**src/rtl/dram_cache_pkg.sv**
```systemverilog
// Shared types and geometry for the direct-mapped, write-through DRAM cache.
package dram_cache_pkg;
  localparam int INDEX_W = 6;
  localparam int TAG_W   = 19;
  localparam int LINES   = 64;
  localparam int ADDR_W  = 27;
  localparam int DATA_W  = 32;

  typedef enum logic [1:0] {
    IDLE    = 2'd0,
    LOOKUP  = 2'd1,
    RD_MISS = 2'd2,
    WR_THRU = 2'd3
  } state_t;
endpackage

```
**src/rtl/dram_cache.sv**
```systemverilog
// Direct-mapped, write-through, write-allocate cache: 64 one-word lines in front of DRAM.
// Optional DRAM_CACHE_STATS_EN adds saturating read hit/miss counters.
module dram_cache
  import dram_cache_pkg::*;
(
  input  logic              clk,
  input  logic              rstn,
  input  logic              c_valid,
  input  logic              c_rw,
  input  logic [ADDR_W-1:0] c_addr,
  input  logic [DATA_W-1:0] c_din,
  input  logic              c_flush,
  output logic [DATA_W-1:0] c_dout,
  output logic              c_ready,
  output logic [ADDR_W-1:0] addr_dram,
  output logic [DATA_W-1:0] din_dram,
  output logic              rw_dram,
  output logic              valid_dram,
  input  logic [DATA_W-1:0] dout_dram,
  input  logic              ready_dram
`ifdef DRAM_CACHE_STATS_EN
  ,
  output logic [31:0]       hit_cnt,
  output logic [31:0]       miss_cnt
`endif
);

  state_t              state;
  logic [ADDR_W-1:0]   r_addr;
  logic                r_rw;
  logic [DATA_W-1:0]   r_din;
  logic [DATA_W-1:0]   data_mem [LINES];
  logic [TAG_W-1:0]    tag_mem  [LINES];
  logic [LINES-1:0]    vld;
  logic [INDEX_W-1:0]  idx;
  logic [TAG_W-1:0]    tag;
  logic                hit;
  logic                fill;
  logic                unused_addr_lsb;

  assign unused_addr_lsb = ^c_addr[1:0];
  assign idx  = r_addr[INDEX_W+1:2];
  assign tag  = r_addr[ADDR_W-1:INDEX_W+2];
  assign hit  = vld[idx] && (tag_mem[idx] == tag);
  // Completion of an outstanding DRAM access allocates the line (both reads and writes).
  assign fill = rstn && valid_dram && ready_dram && ((state == RD_MISS) || (state == WR_THRU));

  always_ff @(posedge clk) begin
    if (fill) begin
      data_mem[idx] <= (state == RD_MISS) ? dout_dram : r_din;
      tag_mem[idx]  <= tag;
    end
  end

  always_ff @(posedge clk) begin
    if (!rstn) begin
      state      <= IDLE;
      vld        <= '0;
      c_ready    <= 1'b0;
      c_dout     <= '0;
      valid_dram <= 1'b0;
      rw_dram    <= 1'b0;
      addr_dram  <= '0;
      din_dram   <= '0;
      r_addr     <= '0;
      r_rw       <= 1'b0;
      r_din      <= '0;
    end else begin
      c_ready <= 1'b0;
      case (state)
        IDLE: begin
          if (c_flush) begin
            vld <= '0;
          end else if (c_valid) begin
            r_addr <= c_addr;
            r_rw   <= c_rw;
            r_din  <= c_din;
            state  <= LOOKUP;
          end
        end
        LOOKUP: begin
          addr_dram <= {r_addr[ADDR_W-1:2], 2'b00};
          din_dram  <= r_din;
          rw_dram   <= r_rw;
          if (r_rw) begin
            valid_dram <= 1'b1;
            state      <= WR_THRU;
          end else if (hit) begin
            c_ready <= 1'b1;
            c_dout  <= data_mem[idx];
            state   <= IDLE;
          end else begin
            valid_dram <= 1'b1;
            state      <= RD_MISS;
          end
        end
        RD_MISS, WR_THRU: begin
          if (valid_dram && ready_dram) begin
            valid_dram <= 1'b0;
            c_ready    <= 1'b1;
            vld[idx]   <= 1'b1;
            if (state == RD_MISS) c_dout <= dout_dram;
            state <= IDLE;
          end
        end
        default: state <= IDLE;
      endcase
    end
  end

`ifdef DRAM_CACHE_STATS_EN
  logic lookup_rd;
  assign lookup_rd = (state == LOOKUP) && !r_rw;

  always_ff @(posedge clk) begin
    if (!rstn) begin
      hit_cnt  <= '0;
      miss_cnt <= '0;
    end else if (lookup_rd) begin
      if (hit && (hit_cnt != 32'hFFFF_FFFF))   hit_cnt  <= hit_cnt + 32'd1;
      if (!hit && (miss_cnt != 32'hFFFF_FFFF)) miss_cnt <= miss_cnt + 32'd1;
    end
  end
`endif

endmodule

```
**config.mk**
```make
export PLATFORM = sky130hd
export DESIGN_NAME = dram_cache
export DESIGN_NICKNAME = d
export VERILOG_FILES = /design/src/rtl/dram_cache_pkg.sv /design/src/rtl/dram_cache.sv
export SDC_FILE = /design/constraint.sdc
export NUM_CORES = 2
export LEC_CHECK = 0
export CAP_MARGIN = 40
export CORE_MARGIN = 1
export CORE_UTILIZATION = 45
export CTS_BUF_LIST = sky130_fd_sc_hd__clkbuf_4 sky130_fd_sc_hd__clkbuf_8 sky130_fd_sc_hd__clkbuf_16
export CTS_CLUSTER_DIAMETER = 100
export DETAILED_ROUTE_END_ITERATION = 16
export SLEW_MARGIN = 40
export SYNTH_ARGS = -nofsm -noshare
export SYNTH_HDL_FRONTEND = slang
export SYNTH_SLANG_ARGS = --single-unit
```
**constraint.sdc**
```tcl
create_clock -name clk -period 9.75 [get_ports clk]
set_clock_uncertainty 0.1 [all_clocks]
set_input_delay 0.975 -clock clk [delete_from_list [all_inputs] [get_ports clk]]
set_output_delay 0.975 -clock clk [all_outputs]
set_load 0.005 [all_outputs]
```
-- Yosys cells after proc, flatten, opt, wreduce, memory -nomap -nowiden
Memory sizes are Yosys's and may differ from the RTL's. A register that Yosys moved wholly into a read port is not among the register bits.
Cells that the tools add are included.
- equal/unequal tests: 12
- muxes and demuxes: 33
- reductions and logical operators: 16
- magnitude comparators: 2
- bitwise operators: 2
- operators by type and width (cell ; number):
    $mux 32 ; 5
    $mux 64 ; 2
    $pmux 64 s2 ; 1
    $or 64x64->64 ; 1
    $pmux 32 s2 ; 1
    $mux 6 ; 4
    $eq 19x19->1 ; 1
    $ne 2x2->1 const B ; 7
    $reduce_and 3->1 ; 4
    $mux 1 ; 10
    $mux 2 ; 5
    $lt 6x7->1 const B ; 1
    $bmux 1 s6 ; 1
    $demux 1 s6 ; 1
    $ge 6x1->1 const B ; 1
    $logic_and 1x1->1 ; 6
    $pmux 2 s3 ; 1
    $reduce_and 5->1 ; 1
    $eq 2x2->1 const B ; 2
    $pmux 1 s2 ; 2
    $reduce_bool 2->1 ; 2
    $ne 3x3->1 const B ; 1
    $eq 2x1->1 const B ; 1
    $logic_not 2->1 ; 1
    3 further kinds ; 3
- word-level logic and storage cells: 78
- output and inout bits: 94
- bits of input ports: 97
- RAM bits: 3264
- register bits after elaboration: 218
- memories: 2
- memory list (memory ; depth ; bits a word ; read ports ; clocked after Yosys merged registers in ; wr ports ; line ; text):
    data_mem ; 64 ; 32 ; 1 ; 1 ; 1 ; dram_cache.sv:32 ; logic [DATA_W-1:0] data_mem [LINES];
    tag_mem ; 64 ; 19 ; 1 ; 1 ; 1 ; dram_cache.sv:33 ; logic [TAG_W-1:0] tag_mem [LINES];

-- Logic depth before layout (Yosys ltp)
- word-level depth: 7
- gate-level depth with buffers: 17
- gate-level depth less buffers: 10

-- Worst setup path after synthesis
OpenSTA, ideal clock, no wires.
- path kind: input-to-reg
- from: in rstn
- to: mem data_mem[28][0] (enable)
- path slack: 5.226 ns
- data arrival time: 3.964 ns
- required time: 9.190 ns
- setup time: 0.460 ns
- stages: 5
- path buffers: 2
- cells stage by stage: clkbuf_1 > and4_1 > buf_1 > nand2_1 > nor2_1
- cells in the longest elaborated chain, start to end: 5
- ends and longest elaborated chain (what ; line ; text):
    from (decl) ; dram_cache.sv:7 ; input logic rstn,
    $logic_and 1x1->1 (3 in a row) ; dram_cache.sv:46 ; assign fill = rstn && valid_dram && ready_dram && ((state == RD_MISS) || (state == WR_THRU));
    $mux 1 ; dram_cache.sv:49 ; if (fill) begin
    $mux 1 ; dram_cache.sv:50 ; data_mem[idx] <= (state == RD_MISS) ? dout_dram : r_din;
    to (decl) ; dram_cache.sv:32 ;
Every way passes these cells.

==> results.md <==
- CTS root buf: clkbuf_16
- R2r setup slk: 3.95 ns
- Outcome: finished, final reports clean
- # resized after CTS: 0
- Fin. Hold Viols: 0
- Final net count: 6833
- Post-synthesis sequential area ratio: 0.763
- CP Launch Type: flop
- Leak: 48.3 nW
- Synth area leader: edfxtp_1
- Setup violators final: 0
- Layout cell share with drive strength beyond 1: 0.265
- Synthesized area: 134000 sq um
- Die area: 301000 sq um
- Hold path startpoint: c_dout[9]
- # Post-CTS Setup Buffers: 0
- Gr ovfl total: 0
- Largest net degree at the start of global routing: 101
- Hold_buf cts: 0
- Critical Path Sink Type: flop
- Critical Path RT: 10.42 ns
- Port bufs: 186
- Max-Cap Viols: 0
- Flops & latches, synth: 3486
- Starting Density: 0.452
- Largest fanout on the critical path: 29
- Drt via density: 6.37
- Worst setup path class: reg2reg
- CP Cell Sequence: buf_4 -> buf_4 -> nand2_1 -> o221ai_1 -> nor2_1 -> and2_1 -> a2111oi_1 -> nand4b_1 -> nor4_4 -> a41oi_2 -> o21a_1
- GR Util All Layers: 0.267
- Maximum vdd ir drop: 0.000139 V
- F_max: 172 MHz
- WHS: 0.365 ns
- Initial antenna violation count: 12
- Synth top area cells: edfxtp_1, mux4_2, dfxtp_1
- Average size of a mapped cell: 21.3 sq um
- Async set-reset flop share out of synthesis: 0
- Max-slew violation count: 0
- RSZ-0062 raised after global routing: no
- I/O pin count: 191
- Gate Count Post-Synth: 6293
- Global-route wire length before repair: 554 mm
- CP arrival: 6.48 ns
- Clock tree buffer depth: 4
- Relative slew slack: 0.376
- Clock Sinks: 3486
- Routed Antenna Nets: 0
- CTS Buf Count: 354
- Pre-Repair DR Iteration Count: 6
- P per Cell Area: 205 nW/um^2
- Most frequent CP cell: buf_4
- Die W: 548 um
- WL/cell: 36.8 um
- Tcrit/Tclk final: 0.595
- Height of the die: 548 um
- CP max-delay cell: dfxtp_4
- Final min period: 5.80 ns
- WP buf/inv: 2
- H-tree depth: 5
- Max stage delay on crit path: 0.79 ns
- Routability cong.: 0.803
- TritonCTS clock tree: done
- Hold Path Class: reg2reg
- Area Growth Syn to Fin: 14.8%
- Clock latency on the worst-skew pair: 0.92 ns
- Cell variety after synth: 76
- Post-Route Setup TNS: 0 ns
- 1st-iter DRT viols: 10131
- Worst-margin pin slew: 0.937 ns
- Post-synth EDFFs: 3264
- CTS clock-pin slew for the worst setup and hold paths: 0.06 ns
- Family with the most delay on the worst path: simple AND/OR/NAND/NOR gates
- Final WL: 404 mm
- DRC Markers: 0
- Total number of yosys warnings: 0
- DP Wirelength: 221 mm
- Synth top area share: 0.730
- Rows: 200
- Core area: 297000 sq um
- Routed vias: 69749
- Top FF cell, synth: edfxtp_1
- Number of global-route vias before repair: 67895
-- Yosys cell counts (7+ instances only) --
master       n
edfxtp_1  3264
mux4_2     863
nand2_1    364
mux2i_1    288
dfxtp_1    222
nor2_1     171
buf_2      128
clkbuf_1   125
a21boi_0   118
a22oi_1    107
a21oi_1     96
mux2_2      44
nand3_1     43
buf_4       42
nand2b_1    41
buf_6       37
o211ai_1    34
nor2b_1     27
nand4_1     20
o21ai_0     20
buf_1       18
a211oi_1    14
nor3_1      13
o22ai_1     13
a32oi_1     12
xnor2_1     11
a221oi_1     9
a31oi_1      9
and2_1       9
inv_1        8
or3_1        7
-- cells in the final DEF, fill, tap and decap left out, types with 12 or more instances in the layout --
cell             netlist  final
clkbuf_16              0    361
nor2b_1               27     22
edfxtp_1            3264   3264
nand2_1              364    360
nand4_1               20     20
clkinv_1               0     69
nor2_1               171    105
buf_4                 42    157
a21oi_1               96     96
nor2_4                 1     65
nand2b_1              41     39
mux2i_1              288    288
o211ai_1              34     34
a22oi_1              107    107
dfxtp_1              222    196
a21boi_0             118    118
buf_6                 37     50
nand3_1               43     43
dfxtp_2                0     20
buf_16                 0     20
o21ai_0               20     18
mux4_2               863    863
clkinv_2               0     50
bufinv_16              0     30
a211oi_1              14     14
clkinvlp_4             0     14
clkdlybuf4s50_1        0    185
buf_12                 2     19
mux2_2                44     12
mux2_4                 0     32
o22ai_1               13     13
clkbuf_4               0     90
nor3_1                13     12
-- tightest hold or removal path, cell delays in order (launching register included) --
cell	delay [ns]
dfxtp_1	0.31
nand2_1	0.05
mux2i_1	0.06
-- worst paths after layout --
kind / endpoint / cells past startpoint
max reg2reg: valid_dram / 11
min reg2reg: c_dout[9] / 2
min: c_dout[9] / 2
max: valid_dram / 11
-- layout make-up --
type | count | area (sq um)
Antenna cell | 3 | 7.51
Clock buffer | 455 | 9760
Clock inverter | 181 | 1720
Fill cell | 23078 | 143000
Inverter | 9 | 43.8
Multi-Input combinational cell | 2441 | 30400
Sequential cell | 3486 | 103000
Tap cell | 3939 | 4930
Timing Repair Buffer | 444 | 4720
-- routing by layer --
| metal | up-vias | wire [um] | global-route usage |
|---|---|---|---|
| met5 | - | 0 | 0 |
| met4 | 0 | 14700 | 0.0842 |
| met3 | 657 | 34000 | 0.0328 |
| met2 | 3795 | 197000 | 0.437 |
| met1 | 38237 | 158000 | 0.377 |
| li1 | 27060 | - | - |
-- sequential cells by signal, summed over array words and instances, names as in the netlist, named ones only --
signal and flops:
data_mem 2048, tag_mem 1216, vld 64, c_dout 32, din_dram 32, r_din 32
addr_dram 25, r_addr 25, state 2, c_ready 1, r_rw 1, rw_dram 1
valid_dram 1
-- through the flow --
stage	power, mW	util	cell area [sq um]	std cells	worst slack, ns
finish	31.6	0.519	154000	10958	3.95
global route	32.3	0.519	154000	10957	3.69
CTS	31.7	0.519	154000	10952	3.74
detailed placement	18.3	0.480	143000	10316	3.76
global placement	18.3	0.477	141000	10281	3.75
floorplan	17.8	-	134000	6294	5.23
-- kinds of logic (layout without fill, tap and decap cells) --
family | count (synthesis) | after routing | share of synthesized area
AOI/OAI and AO/OA | 491 | 491 | 0.0259
and+or+nand+nor | 735 | 735 | 0.0243
other | 1 | 5 | 0.0000279
DFF | 3486 | 3486 | 0.763
xor gates and xnor gates | 17 | 17 | 0.00111
buffers and inverters | 367 | 1089 | 0.0154
muxes | 1196 | 1196 | 0.170
-- power by group --
part	switching [mW]	internal [mW]	leakage (nW)
clock	5.73	7.88	5.72
sequential	0.0404	16.4	32.4
combinational	0.951	0.570	10.2
(Power assumes the default switching activity.)
